File: config.mk
export PLATFORM = sky130hd
export DESIGN_NAME = seven_segment_digit_source_flat
export DESIGN_NICKNAME = d
export VERILOG_FILES = /design/src/rtl/seven_segment_pkg.sv /design/src/rtl/seven_segment_digit_source_if.sv /design/src/rtl/binary_to_bcd_serial.sv /design/src/rtl/seven_segment_digit_source.sv /design/src/flat_wrapper.sv
export SDC_FILE = /design/constraint.sdc
export NUM_CORES = 1
export LEC_CHECK = 0
export CAP_MARGIN = 10
export CORE_MARGIN = 4
export CORE_UTILIZATION = 45
export DETAILED_ROUTE_END_ITERATION = 8
export PLACE_DENSITY = 0.67
export SYNTH_ARGS = -nofsm -noshare
export SYNTH_HDL_FRONTEND = slang
export SYNTH_HIERARCHICAL = 1
export SYNTH_SLANG_ARGS = --single-unit
File: constraint.sdc
create_clock -name I_CLK -period 2.7 [get_ports I_CLK]
set_input_delay 0.27 -clock I_CLK [delete_from_list [all_inputs] [get_ports I_CLK]]
set_output_delay 0.27 -clock I_CLK [all_outputs]
set_load 0.01 [all_outputs]
File: src/rtl/seven_segment_pkg.sv
// Shared types and constants for the 7-segment digit source.
package seven_segment_pkg;

  localparam int unsigned DIGIT_BITS         = 4;
  localparam int unsigned BCD_ADD3_THRESHOLD = 5;

  typedef enum logic [1:0] {
    IDLE    = 2'd0,
    CONVERT = 2'd1,
    DONE    = 2'd2
  } state_e;

  // Double-dabble correction: a nibble that would reach 10 or more after the shift gets +3 first.
  function automatic logic [DIGIT_BITS-1:0] bcd_adjust(input logic [DIGIT_BITS-1:0] nib);
    return (nib >= DIGIT_BITS'(BCD_ADD3_THRESHOLD)) ? nib + DIGIT_BITS'(3) : nib;
  endfunction

endpackage

File: src/rtl/seven_segment_digit_source_if.sv
// Value-in / digits-out bundle between the value producer and the digit source.
interface seven_segment_digit_source_if
  import seven_segment_pkg::*;
#(
  parameter int unsigned WIDTH  = 16,
  parameter int unsigned DIGITS = 5
);

  logic [WIDTH-1:0]             I_VALUE;
  logic                         I_DECIMAL;
  logic                         I_VALID;
  logic                         O_READY;
  logic [DIGIT_BITS*DIGITS-1:0] O_DIGITS;
  logic [DIGITS-1:0]            O_BLANK;
  logic                         O_DIGITS_VALID;

  modport slave (
    input  I_VALUE, I_DECIMAL, I_VALID,
    output O_READY, O_DIGITS, O_BLANK, O_DIGITS_VALID
  );

  modport master (
    output I_VALUE, I_DECIMAL, I_VALID,
    input  O_READY, O_DIGITS, O_BLANK, O_DIGITS_VALID
  );

endinterface

File: src/rtl/binary_to_bcd_serial.sv
// Serial double-dabble converter: one shift per cycle, WIDTH cycles per conversion.
module binary_to_bcd_serial
  import seven_segment_pkg::*;
#(
  parameter int unsigned WIDTH  = 16,
  parameter int unsigned DIGITS = 5
) (
  input  logic                         clk,
  input  logic                         rst_n,
  input  logic                         start_i,
  input  logic [WIDTH-1:0]             value_i,
  output logic                         busy_o,
  output logic                         last_o,
  output logic                         done_o,
  output logic [DIGIT_BITS*DIGITS-1:0] bcd_o
);

  localparam int unsigned BCD_W = DIGIT_BITS * DIGITS;
  localparam int unsigned CNT_W = $clog2(WIDTH + 1);

  logic [WIDTH-1:0] shift_q, shift_d;
  logic [BCD_W-1:0] bcd_q, bcd_d, bcd_adj;
  logic [CNT_W-1:0] cnt_q, cnt_d;
  logic             busy_q, busy_d;
  logic             last_q, last_d;
  logic             done_q, done_d;

  always_comb begin
    bcd_adj = bcd_q;
    for (int i = 0; i < int'(DIGITS); i++) begin
      bcd_adj[i*DIGIT_BITS +: DIGIT_BITS] = bcd_adjust(bcd_q[i*DIGIT_BITS +: DIGIT_BITS]);
    end
  end

  // last_q is high in the cycle whose closing edge performs the final shift.
  always_comb begin
    shift_d = shift_q;
    bcd_d   = bcd_q;
    cnt_d   = cnt_q;
    busy_d  = busy_q;
    last_d  = 1'b0;
    done_d  = 1'b0;
    if (start_i) begin
      shift_d = value_i;
      bcd_d   = '0;
      cnt_d   = CNT_W'(WIDTH);
      busy_d  = 1'b1;
      last_d  = (WIDTH == 1);
    end else if (busy_q) begin
      {bcd_d, shift_d} = {bcd_adj, shift_q} << 1;
      cnt_d  = cnt_q - CNT_W'(1);
      busy_d = (cnt_q != CNT_W'(1));
      last_d = (cnt_q == CNT_W'(2));
      done_d = (cnt_q == CNT_W'(1));
    end
  end

  always_ff @(posedge clk or negedge rst_n) begin
    if (!rst_n) begin
      shift_q <= '0;
      bcd_q   <= '0;
      cnt_q   <= '0;
      busy_q  <= 1'b0;
      last_q  <= 1'b0;
      done_q  <= 1'b0;
    end else begin
      shift_q <= shift_d;
      bcd_q   <= bcd_d;
      cnt_q   <= cnt_d;
      busy_q  <= busy_d;
      last_q  <= last_d;
      done_q  <= done_d;
    end
  end

  assign busy_o = busy_q;
  assign last_o = last_q;
  assign done_o = done_q;
  assign bcd_o  = bcd_q;

endmodule

File: src/rtl/seven_segment_digit_source.sv
// Turns a binary value into per-display hex or decimal digits plus a leading-zero blank mask.
module seven_segment_digit_source
  import seven_segment_pkg::*;
#(
  parameter int unsigned WIDTH  = 16,
  parameter int unsigned DIGITS = 5
) (
  input  logic                         I_CLK,
  input  logic                         I_NRESET,
  seven_segment_digit_source_if.slave  sink
);

  localparam int unsigned DIG_W = DIGIT_BITS * DIGITS;

  state_e             state_q, state_d;
  logic [DIG_W-1:0]   digits_q, digits_d;
  logic [DIGITS-1:0]  blank_q, blank_d;
  logic               valid_q, valid_d;
  logic               ready_q, ready_d;

  logic               accept_c;
  logic               bcd_start;
  logic               bcd_busy;
  logic               bcd_last;
  logic               bcd_done;
  logic [DIG_W-1:0]   bcd_value;

  // Digit i is blanked when it and every digit above it are zero; digit 0 always shows.
  function automatic logic [DIGITS-1:0] blank_of(input logic [DIG_W-1:0] d);
    logic seen;
    blank_of = '0;
    seen     = 1'b0;
    for (int i = int'(DIGITS) - 1; i > 0; i--) begin
      seen        = seen | (d[i*DIGIT_BITS +: DIGIT_BITS] != '0);
      blank_of[i] = !seen;
    end
  endfunction

  binary_to_bcd_serial #(
    .WIDTH  (WIDTH),
    .DIGITS (DIGITS)
  ) u_bcd (
    .clk     (I_CLK),
    .rst_n   (I_NRESET),
    .start_i (bcd_start),
    .value_i (sink.I_VALUE),
    .busy_o  (bcd_busy),
    .last_o  (bcd_last),
    .done_o  (bcd_done),
    .bcd_o   (bcd_value)
  );

  assign accept_c = sink.I_VALID && ready_q;

  // Digits and blank mask only change on a hex accept or at the end of a conversion.
  always_comb begin
    state_d   = state_q;
    digits_d  = digits_q;
    valid_d   = 1'b0;
    ready_d   = ready_q;
    bcd_start = 1'b0;
    case (state_q)
      IDLE: begin
        ready_d = 1'b1;
        if (accept_c) begin
          if (!sink.I_DECIMAL) begin
            digits_d = DIG_W'(sink.I_VALUE);
            valid_d  = 1'b1;
          end else begin
            bcd_start = 1'b1;
            ready_d   = 1'b0;
            state_d   = CONVERT;
          end
        end
      end
      CONVERT: begin
        if (bcd_busy && bcd_last) begin
          state_d = DONE;
        end
      end
      DONE: begin
        if (bcd_done) begin
          digits_d = bcd_value;
          valid_d  = 1'b1;
          ready_d  = 1'b1;
          state_d  = IDLE;
        end
      end
      default: begin
        ready_d = 1'b1;
        state_d = IDLE;
      end
    endcase
    blank_d = blank_of(digits_d);
  end

  always_ff @(posedge I_CLK or negedge I_NRESET) begin
    if (!I_NRESET) begin
      state_q  <= IDLE;
      digits_q <= '0;
      blank_q  <= {{(DIGITS-1){1'b1}}, 1'b0};
      valid_q  <= 1'b0;
      ready_q  <= 1'b1;
    end else begin
      state_q  <= state_d;
      digits_q <= digits_d;
      blank_q  <= blank_d;
      valid_q  <= valid_d;
      ready_q  <= ready_d;
    end
  end

  assign sink.O_READY        = ready_q;
  assign sink.O_DIGITS       = digits_q;
  assign sink.O_BLANK        = blank_q;
  assign sink.O_DIGITS_VALID = valid_q;

endmodule

File: src/flat_wrapper.sv
// flat-port wrapper written by rule: the top's interface ports become plain ports
module seven_segment_digit_source_flat import seven_segment_pkg::*;
#(
  parameter int unsigned WIDTH  = 16,
  parameter int unsigned DIGITS = 5
)
  (I_CLK, I_NRESET, sink_I_VALUE, sink_I_DECIMAL, sink_I_VALID, sink_O_READY, sink_O_DIGITS, sink_O_BLANK, sink_O_DIGITS_VALID);
  seven_segment_digit_source_if #(.WIDTH(WIDTH), .DIGITS(DIGITS)) sink_i ();
  input  logic I_CLK;
  input  logic I_NRESET;
  input wire logic [$bits(sink_i.I_VALUE)-1:0] sink_I_VALUE;
  input wire logic [$bits(sink_i.I_DECIMAL)-1:0] sink_I_DECIMAL;
  input wire logic [$bits(sink_i.I_VALID)-1:0] sink_I_VALID;
  output wire logic [$bits(sink_i.O_READY)-1:0] sink_O_READY;
  output wire logic [$bits(sink_i.O_DIGITS)-1:0] sink_O_DIGITS;
  output wire logic [$bits(sink_i.O_BLANK)-1:0] sink_O_BLANK;
  output wire logic [$bits(sink_i.O_DIGITS_VALID)-1:0] sink_O_DIGITS_VALID;
  assign sink_i.I_VALUE = sink_I_VALUE;
  assign sink_i.I_DECIMAL = sink_I_DECIMAL;
  assign sink_i.I_VALID = sink_I_VALID;
  assign sink_O_READY = sink_i.O_READY;
  assign sink_O_DIGITS = sink_i.O_DIGITS;
  assign sink_O_BLANK = sink_i.O_BLANK;
  assign sink_O_DIGITS_VALID = sink_i.O_DIGITS_VALID;
  seven_segment_digit_source #(.WIDTH(WIDTH), .DIGITS(DIGITS)) u_core (.I_CLK(I_CLK), .I_NRESET(I_NRESET), .sink(sink_i));
endmodule
==> results of run 1 <==
-- cells by family (layout without fill, tap and decap cells) --
kind of cell,count (synthesis),in the layout,share of synthesized area [%]
simple gates,128,128,18.6
compound gates,85,85,15.9
flops,72,72,49.9
buf+inv,38,88,5.08
mux,16,16,4.42
fa+ha+maj,13,13,4.49
xor+xnor,6,6,1.45
other cells,1,1,0.104
-- state kept, by name, summed over array words and instances, names as in the netlist, 2 cells and up --
| register | count |
|---|---|
| u_core/u_bcd/cnt_q | 5 |
| u_core/state_q | 2 |
| u_core/u_bcd/bcd_o | 20 |
| u_core/sink.O_BLANK | 4 |
| u_core/u_bcd/shift_q | 16 |
| u_core/sink.O_DIGITS | 20 |
-- metal layers --
metal	track usage (%)	part of all wire, %	vias up
li1	-	-	1366
met1	25.4	50	1405
met2	26.5	45	53
met3	3.30	3.5	13
met4	7.45	1.6	0
met5	0	0	-
-- critical path: stages, from the launching register on --
cell and delay, ns:
dfstp_2 0.57, nor4bb_1 0.43, a21oi_2 0.19, buf_4 0.21, a221o_1 0.33, or4_4 0.49, nor4_2 0.21
-- stage by stage --
stage	std cells	total power [uW]	setup WS (ns)	util, %
global route	511	5320	0.0293	56.7
floorplan	359	3230	0.405	-
finish	511	4950	0.178	56.7
detailed placement	494	3930	0.0255	53.5
CTS	511	4970	0.164	56.7
global placement	494	3870	0.0798	53.5
-- report_power, final --
group	internal [uW]	leakage, uW	switching [uW]
logic	990	0.000925	947
registers	1530	0.000907	470
clock network	611	0.000116	404
total	3130	0.00195	1820
-- synthesized netlist by cell type, drive strengths merged (2+ instances only) --
library cell  number
ha                13
nor3               5
inv               17
o221ai             2
nor2              16
nor3b              2
nand2             44
a21o               2
or4                4
dfstp              5
nand2b            12
nand3             13
dfrtp             67
o311ai             4
a221o             11
o32ai              2
and3               2
nor4               3
xor2               3
a21oi             12
clkbuf             6
o31ai              2
buf               15
nand3b             2
a22oi              7
and2              12
a211oi             2
or2                3
nand4b             2
a31oi              4
xnor2              3
or3                4
mux2i             16
o21ai             31
-- what timing repair did --
action,in CTS,in global routing
resized for setup,0,1
hold endpoints to repair,23,0
setup endpoints to repair,0,1
hold buffers,1,0
-- final timing paths --
path                                    startpoint                        to
min                                       I_NRESET  u_core/u_bcd/shift_q[12]
max in group asynchronous                 I_NRESET       u_core/sink.O_READY
min in group I_CLK         u_core/sink.O_DIGITS[2]   u_core/sink.O_DIGITS[2]
max                            u_core/sink.O_READY    u_core/sink.O_BLANK[1]
max reg2reg                    u_core/sink.O_READY    u_core/sink.O_BLANK[1]
min reg2reg                u_core/sink.O_DIGITS[2]   u_core/sink.O_DIGITS[2]
-- layout make-up --
cell class                 count  area (um2)  area share, %
inverter                      17        63.8           1.45
multi-input combinational    249        1640           37.1
timing repair buffer          55         536           12.1
tap                          102         128           2.90
clock inverter                 6         108           2.44
sequential                    72        1810           41.0
clock buffer                  10         128           2.90
==> flow_metrics.tcl, run 1 <==
set metrics [dict create \
    outcome "complete, no violations" \
    ys_ff_latch 72 \
    cts_tree "yes" \
    worstPathArrival_ns 2.78 \
    finalCritPeriodShare_pct 93.4 \
    ys_async_sr_fraction_pct 100 \
    clockBufferDepth 2 \
    startpoint_type "flip-flop" \
    grt_pass1_wl_um 13800 \
    skew_ns 0.00962 \
    cts_root_buffer "clkbuf_8" \
    synth_ff_type "dfrtp_1" \
    reg2reg_setup_slack_ns 0.18 \
    routedWlPerCell_um 15.9 \
    crit_required_ns 2.95 \
    firstDrtPassIters 4 \
    avgSynthCellArea_um2 10.1 \
    core-area_um2 7770 \
    htreeDepth 3 \
    rsz0062_at_grt "no" \
    fillCellCount 693 \
    gp_congestion 0.793 \
    synthToLayoutAreaGrowth_pct 21.8 \
    setup_viol 0 \
    numCtsBuffers 9 \
    syn-num-nets 392 \
    track_usage_pct 17.8 \
    cellPowerDensity_nw_per_um2 1120 \
    slew_viol_final 0 \
    dpl_cell_area_um2 4160 \
    ir_drop_mv 0.354 \
    cp_max_fo 12 \
    worst_pin_slew_ns 0.635 \
    drt-initial-drc-count 138 \
    synthTopCellsByArea "dfrtp_1 (46%), nand2_1 (4.6%), ha_1 (4.5%), mux2i_1 (4.4%), o21ai_0 (4.1%)" \
    grt-ovfl-total 0 \
    clock_latency_ns 0.34 \
    drive_gt1_share_pct 9.78 \
    post_cts_buffers 0 \
    finalHoldViolations 0 \
    vias 2837 \
    netlist_instances 359 \
    cts.clk_slew.worst_paths_ns 0.08 \
    dpl.hpwl_um 5720 \
    routed_wl_um 8140 \
    antenna_cells 0 \
    r2r_cells 6 \
    syn-cell-area_um2 3620 \
    worstSetupPathType "flip-flop to flip-flop" \
    start_util_pct 46.6 \
    synth_cell_types 55 \
    grt_max_degree 46 \
    numPortBuffers 45 \
    fmaxAchievable_ghz 0.396 \
    whs_ns 0.481 \
    grt_pass1_vias 2691 \
    die_w_um 97.7 \
    layout_commonest_cell "dfrtp_1" \
    drcViolationCount 0 \
    relSlewSlack_pct 57.7 \
    hold_class "input pin to asynchronous set/reset pin" \
    stdcell_area_um2 4410 \
    critPathCaptureType "flip-flop" \
    rows 32 \
    finalSetupTns_ns 0 \
    clock-sinks 72 \
    netlist.area_leader.share_pct 46.3 \
    drv_cap 0 \
    viasPerCell 5.55 \
    yosysSeqAreaShare_pct 49.9 \
    ant_nets 0 \
    synth_edf_count 0 \
    synth_top_area_cell "dfrtp_1" \
    mostFrequentLayoutCells "dfrtp_1 (66), clkdlybuf4s50_1 (44), nand2_1 (44), o21ai_0 (30), inv_1 (17)" \
    ys_warn_count 6 \
    final_nets 437 \
    dieArea_um2 9540 \
    period_minus_slack_ns 2.52 \
    p_leak_uw 0.00195 \
    ios 47 \
    antenna_found_initial 0 \
    die_y_um 97.7 \
]
(Power assumes the default switching activity.)
==> run 2, diff against run 1 <==
--- a/config.mk
+++ b/config.mk
@@ -5,9 +5,11 @@
 export SDC_FILE = /design/constraint.sdc
 export NUM_CORES = 1
 export LEC_CHECK = 0
+export ABC_AREA = 1
 export CAP_MARGIN = 10
-export CORE_MARGIN = 4
+export CORE_MARGIN = 1.5
 export CORE_UTILIZATION = 45
+export CTS_BUF_LIST = sky130_fd_sc_hd__clkbuf_16
 export DETAILED_ROUTE_END_ITERATION = 8
 export PLACE_DENSITY = 0.67
 export SYNTH_ARGS = -nofsm -noshare
==> run 2 against run 1 <==
Effect of this change:
- utilization shrank 0.91 points
- worst hold slack better by 0.0056 ns
- cell area up 4.1%
- clock power is 12% higher
- critical path type unchanged
- largest cell class unchanged
==> flow_metrics.tcl, run 2 <==
set metrics [dict create \
    fmaxAchievable_ghz 0.489 \
    dpl.hpwl_um 6170 \
    clockBufferDepth 2 \
    cellPowerDensity_nw_per_um2 1200 \
    stdcell_area_um2 4590 \
    place_inst 612 \
    skew_ns 0.00814 \
    ys_warn_count 6 \
    cts.clk_slew.worst_paths_ns 0.06 \
    netlist.area_leader.share_pct 44.0 \
    syn-cell-area_um2 3810 \
    gp_congestion 0.844 \
    worst_pin_slew_ns 0.676 \
    synth_edf_count 0 \
    p_leak_uw 0.00232 \
    cp-endpoint "u_core/sink.O_BLANK[1]" \
    grt_max_degree 46 \
    worstPathArrival_ns 2.32 \
    r2r_start "u_core/sink.O_READY" \
    final_nets 552 \
    post_cts_buffers 0 \
    drt-initial-drc-count 184 \
    rsz0062_at_grt "no" \
    critical-path-slowest-cell "dfstp_2" \
    core-area_um2 8220 \
    worstSetupPathType "flip-flop to flip-flop" \
    setup_viol 0 \
    die_w_um 95.1 \
    hold_class "flip-flop to flip-flop" \
    htreeDepth 3 \
    startpoint "u_core/sink.O_READY" \
    synth_top_area_cell "dfrtp_1" \
    syn-num-nets 505 \
    finalHoldViolations 0 \
    numCtsBuffers 9 \
    whs_ns 0.486 \
    cp_cell_sequence "nand2_2 > nor2_4 > nand2_4 > nand2_4 > inv_2 > nand2_1 > nand3_1 > nor2_1 > nand2_1 > nor2_2" \
    outcome "complete, no violations" \
    routedWlPerCell_um 14.0 \
    drv_cap 0 \
    start_util_pct 46.4 \
    drcViolationCount 0 \
    vias 3212 \
    ys_ff_latch 72 \
    grt-ovfl-total 0 \
    track_usage_pct 22.0 \
    ios 47 \
    grt_pass1_wl_um 15100 \
    rows 33 \
    finalCritPeriodShare_pct 75.8 \
    cts_tree "yes" \
    period_minus_slack_ns 2.05 \
    clock-sinks 72 \
    avgSynthCellArea_um2 8.08 \
    synth_ff_type "dfrtp_1" \
    critPathCaptureType "flip-flop" \
    finalSetupTns_ns 0 \
    relSlewSlack_pct 54.9 \
    slew_viol_final 0 \
    r2r_end "u_core/sink.O_BLANK[1]" \
    ys_async_sr_fraction_pct 100 \
    dieArea_um2 9040 \
    viasPerCell 5.11 \
    yosysSeqAreaShare_pct 47.4 \
    numPortBuffers 45 \
    startpoint_type "flip-flop" \
    ant_nets 0 \
    yosysMostFrequentCell "nand2_1" \
    synth_cell_types 32 \
    dpl_cell_area_um2 4300 \
    ir_drop_mv 0.534 \
    grt_pass1_vias 3215 \
    netlist_instances 472 \
    crit_required_ns 2.97 \
    synthTopCellsByCount "nand2_1 (159), dfrtp_1 (67), nand3_1 (66)" \
    reg2reg_setup_slack_ns 0.65 \
    routed_wl_um 8820 \
    layout_commonest_cell "nand2_1" \
    drive_gt1_share_pct 9.92 \
    cp_max_fo 13 \
    utilization_pct 55.8 \
    die_y_um 95.1 \
    synthToLayoutAreaGrowth_pct 20.3 \
    antenna_found_initial 0 \
    clock_latency_ns 0.33 \
    antenna_cells 0 \
    cts_root_buffer "clkbuf_16" \
    mostFrequentLayoutCells "nand2_1 (159), dfrtp_1 (67), nand3_1 (66), inv_1 (50), clkdlybuf4s50_1 (44)" \
    synthTopCellsByArea "dfrtp_1 (44%), nand2_1 (16%), nand3_1 (8.7%), inv_1 (4.7%), ha_1 (4.3%)" \
    r2r_cells 10 \
    firstDrtPassIters 4 \
    instances_no_fill 629 \
    max_stage_delay_ns 0.59 \
]
run 2: cell types whose count changed after synthesis, sizes merged, moves of 12 or more:
cell	before	now
nand2	44	169
nand3	13	70
inv	17	54
nor2	16	41
mux2i	16	0
nand2b	12	0
o21ai	31	12
run 2: critical path, delay by kind of cell (launching register included):
kind,cells,cell delay [ns]
buffers and inverters,1,0.11
and+or+nand+nor,9,1.28
DFF,1,0.59
run 2: per-layer routing:
| layer | global-route usage [%] | vias to the layer above | routed length (um) |
|---|---|---|---|
| met2 | 35.4 | 81 | 4180 |
| met5 | 0 | - | 0 |
| met1 | 29.4 | 1519 | 4090 |
| met4 | 9.08 | 0 | 148 |
| met3 | 3.51 | 12 | 397 |
| li1 | - | 1600 | - |
run 2: worst min-delay path by stage:
stage                                     to  cells after the start  slack (ns)                     from
CTS                  u_core/u_bcd/shift_q[2]                      2        0.49  u_core/u_bcd/shift_q[2]
global placement    u_core/sink.O_DIGITS[15]                      1        0.34                 I_NRESET
floorplan            u_core/sink.O_DIGITS[0]                      0       -0.03                 I_NRESET
finish               u_core/u_bcd/shift_q[6]                      2        0.49  u_core/u_bcd/shift_q[6]
global route         u_core/u_bcd/shift_q[6]                      2        0.50  u_core/u_bcd/shift_q[6]
detailed placement  u_core/sink.O_DIGITS[15]                      1        0.35                 I_NRESET
run 2: area by class of cell:
cell class | count | area [um2]
Clock buffer | 9 | 225
Clock inverter | 7 | 55.1
Fill cell | 741 | 3630
Inverter | 54 | 215
Multi-Input combinational cell | 333 | 1660
Sequential cell | 72 | 1810
Tap cell | 105 | 131
Timing Repair Buffer | 49 | 490
run 2: power breakdown:
group / internal [uW] / leakage, uW / switching (uW)
clock network: 698 / 0.000147 / 429
registers: 1560 / 0.000896 / 376
logic: 958 / 0.00128 / 1470
run 2: cell families after synthesis:
logic type	after synthesis	synth area share, %
adders and majority gates	13	4.27
DFF	72	47.4
buffers and inverters	67	8.99
other	1	0.0983
AOI/OAI and AO/OA	27	4.46
and+or+nand+nor	292	34.8
run 2: metrics by stage:
stage	total power [uW]	setup slack (ns)
2_1_floorplan	3630	0.873
3_3_place_gp	4270	0.413
3_5_place_dp	4350	0.423
4_1_cts	5510	0.677
5_1_grt	5960	0.398
6_report	5480	0.654
run 2: repair_timing:
action	4_1_cts	5_1_grt
hold buffers	1	0
endpoints found under the hold margin	1	0
gates resized for setup	0	0
==> run 3, diff against run 2 <==
--- a/config.mk
+++ b/config.mk
@@ -11,7 +11,7 @@
 export CORE_UTILIZATION = 45
 export CTS_BUF_LIST = sky130_fd_sc_hd__clkbuf_16
 export DETAILED_ROUTE_END_ITERATION = 8
-export PLACE_DENSITY = 0.67
+export PLACE_DENSITY = 0.69
 export SYNTH_ARGS = -nofsm -noshare
 export SYNTH_HDL_FRONTEND = slang
 export SYNTH_HIERARCHICAL = 1
==> constraint.sdc (replaced) <==
create_clock -name I_CLK -period 1.8 [get_ports I_CLK]
set_input_delay 0.18 -clock I_CLK [delete_from_list [all_inputs] [get_ports I_CLK]]
set_output_delay 0.18 -clock I_CLK [all_outputs]
set_load 0.01 [all_outputs]
==> run 3 against run 2 <==
Effect of this change:
- setup slack worse by 0.46 ns
- power up 66%
- largest cell class unchanged
- cell area up 6.3%
- register-to-register slack worse by 0.46 ns
- die area unchanged
- clock-buffer cell count unchanged
- worst hold slack worse by 0.099 ns
- clock skew down 0.0041 ns
==> flow_metrics.tcl, run 3 (same netlist as run 2, synthesis figures left out) <==
set metrics [dict create \
    switchingPower_uw 3480 \
    finalSetupTns_ns 0 \
    die_y_um 95.1 \
    skew_ns 0.00409 \
    clockBufferDepth 2 \
    startpoint_type "flip-flop" \
    clock_latency_ns 0.33 \
    numCtsBuffers 9 \
    grt_max_degree 29 \
    crit_family "flip-flops" \
    reg2reg_setup_slack_ns 0.20 \
    clock-sinks 72 \
    final_nets 571 \
    grt_pass1_vias 3299 \
    gp_congestion 0.883 \
    cts.clk_slew.worst_paths_ns 0.06 \
    viasPerCell 5.18 \
    vias 3354 \
    cp_common_cell "inv_1" \
    layout_commonest_cell "nand2_1" \
    firstDrtPassIters 5 \
    crit_required_ns 2.01 \
    routedWlPerCell_um 14.0 \
    critPathCaptureType "flip-flop" \
    cp_max_fo 28 \
    worstSetupPathType "flip-flop to flip-flop" \
    outcome "complete, no violations" \
    fillCellCount 727 \
    slew_viol_final 0 \
    start_util_pct 46.4 \
    synthToLayoutAreaGrowth_pct 27.9 \
    htreeDepth 3 \
    switching_share_pct 38.3 \
    track_usage_pct 22.3 \
    rows 33 \
    grt_pass1_wl_um 15600 \
    dieArea_um2 9040 \
    ant_nets 0 \
    dpl_cell_area_um2 4460 \
    core-area_um2 8220 \
    routed_wl_um 9080 \
    clkPwrFrac_pct 25.2 \
    crit_buf_inv 5 \
    relSlewSlack_pct 60.6 \
    critical-path-slowest-cell "dfstp_2" \
    cts_root_buffer "clkbuf_16" \
    ios 47 \
    stdcell_area_um2 4880 \
    r2r_start "u_core/sink.O_READY" \
    hold_class "input pin to asynchronous set/reset pin" \
    ctsResizeCount 0 \
    intPower_uw 5620 \
    r2r_cells 10 \
    cp_cell_sequence "nand2_2 > inv_1 > nand2_1 > inv_1 > buf_4 > inv_8 > nand2_8 > inv_6 > a22oi_1 > o21ai_0" \
    antenna_found_initial 0 \
    drive_gt1_share_pct 13.6 \
    worst_pin_slew_ns 0.591 \
    cellPowerDensity_nw_per_um2 1870 \
    rsz0062_at_grt "no" \
    drt-initial-drc-count 313 \
    fmaxAchievable_ghz 0.623 \
    p_comb_share_pct 43.1 \
    dpl.hpwl_um 6320 \
    drcViolationCount 0 \
    grt-ovfl-total 0 \
    r2r_end "u_core/u_bcd/shift_q[15]" \
    ir_drop_mv 0.990 \
    antenna_cells 0 \
    numPortBuffers 45 \
    die_w_um 95.1 \
    period_minus_slack_ns 1.60 \
    finalCritPeriodShare_pct 89.1 \
    worstPathArrival_ns 1.81 \
    seq_power_share_pct 31.7 \
    max_stage_delay_ns 0.56 \
    setup_viol 0 \
    finalHoldViolations 0 \
    p_leak_uw 0.00247 \
    drv_cap 0 \
    cts_tree "yes" \
    mostFrequentLayoutCells "nand2_1 (159), dfrtp_1 (67), nand3_1 (66), inv_1 (49), clkdlybuf4s50_1 (44)" \
]
-- run 3: cell count changes in the layout (fill, tap and decap cells not counted) --
cell	change
nor2_2	-1
nor2_4	+1
inv_1	-1
clkinv_1	-2
bufinv_16	+4
buf_12	+3
buf_4	+16
clkinv_2	-1
-- run 3: power groups by stage --
stage / sequential (uW) / combinational [uW] / clock (uW)
after CTS: 2890 / 3870 / 2330
after detailed placement: 2900 / 3820 / 0
after global routing: 2970 / 4460 / 2400
after floorplan: 2880 / 2580 / 0
after global placement: 2890 / 3700 / 0
final: 2890 / 3920 / 2300
-- run 3: final cells by class --
type | instances | area (um2) | area share, %
Timing Repair Buffer | 68 | 671 | 13.8
Inverter | 54 | 215 | 4.41
Multi-Input combinational cell | 333 | 1670 | 34.2
Sequential cell | 72 | 1810 | 37.1
Tap cell | 105 | 131 | 2.69
Clock inverter | 7 | 159 | 3.26
Clock buffer | 9 | 225 | 4.62
-- run 3: how the worst max path moves through the flow --
stage                                     endpoint           startpoint  cells after the start  slack, ns
after floorplan              u_core/u_bcd/cnt_q[3]    u_core/state_q[1]                     13       0.04
after global placement      u_core/sink.O_BLANK[1]         sink_I_VALID                     11       0.09
after detailed placement  u_core/u_bcd/shift_q[15]         sink_I_VALID                     11       0.04
after CTS                 u_core/u_bcd/shift_q[15]    u_core/state_q[1]                     11       0.04
after global routing         u_core/u_bcd/cnt_q[3]    u_core/state_q[1]                     13       0.05
final                     u_core/u_bcd/shift_q[15]  u_core/sink.O_READY                     10       0.20
-- run 3: timing repair --
action	in CTS	in global routing
setup buffers	0	3
hold buffers	1	0
setup endpoints to repair	0	16
hold endpoints to repair	20	0
-- run 3: routing by layer --
layer  vias to the layer above  track usage (%)  share of wire [%]
li1                       1625                -                  -
met3                        17             4.31                5.2
met1                      1614             29.1                 44
met5                         -                0                  0
met2                        98             36.9                 49
met4                         0             8.21                1.7
-- run 3: per-stage QoR --
stage,power (uW),hold WS (ns),instances,util [%],worst slack (ns)
6_report,9100,0.388,648,59.4,0.196
5_1_grt,9830,0.443,648,59.4,0.0462
2_1_floorplan,5460,-0.116,472,-,0.0388
3_3_place_gp,6580,0.209,628,54.3,0.0866
3_5_place_dp,6720,0.213,628,54.3,0.0398
4_1_cts,9090,0.406,645,59.1,0.0377
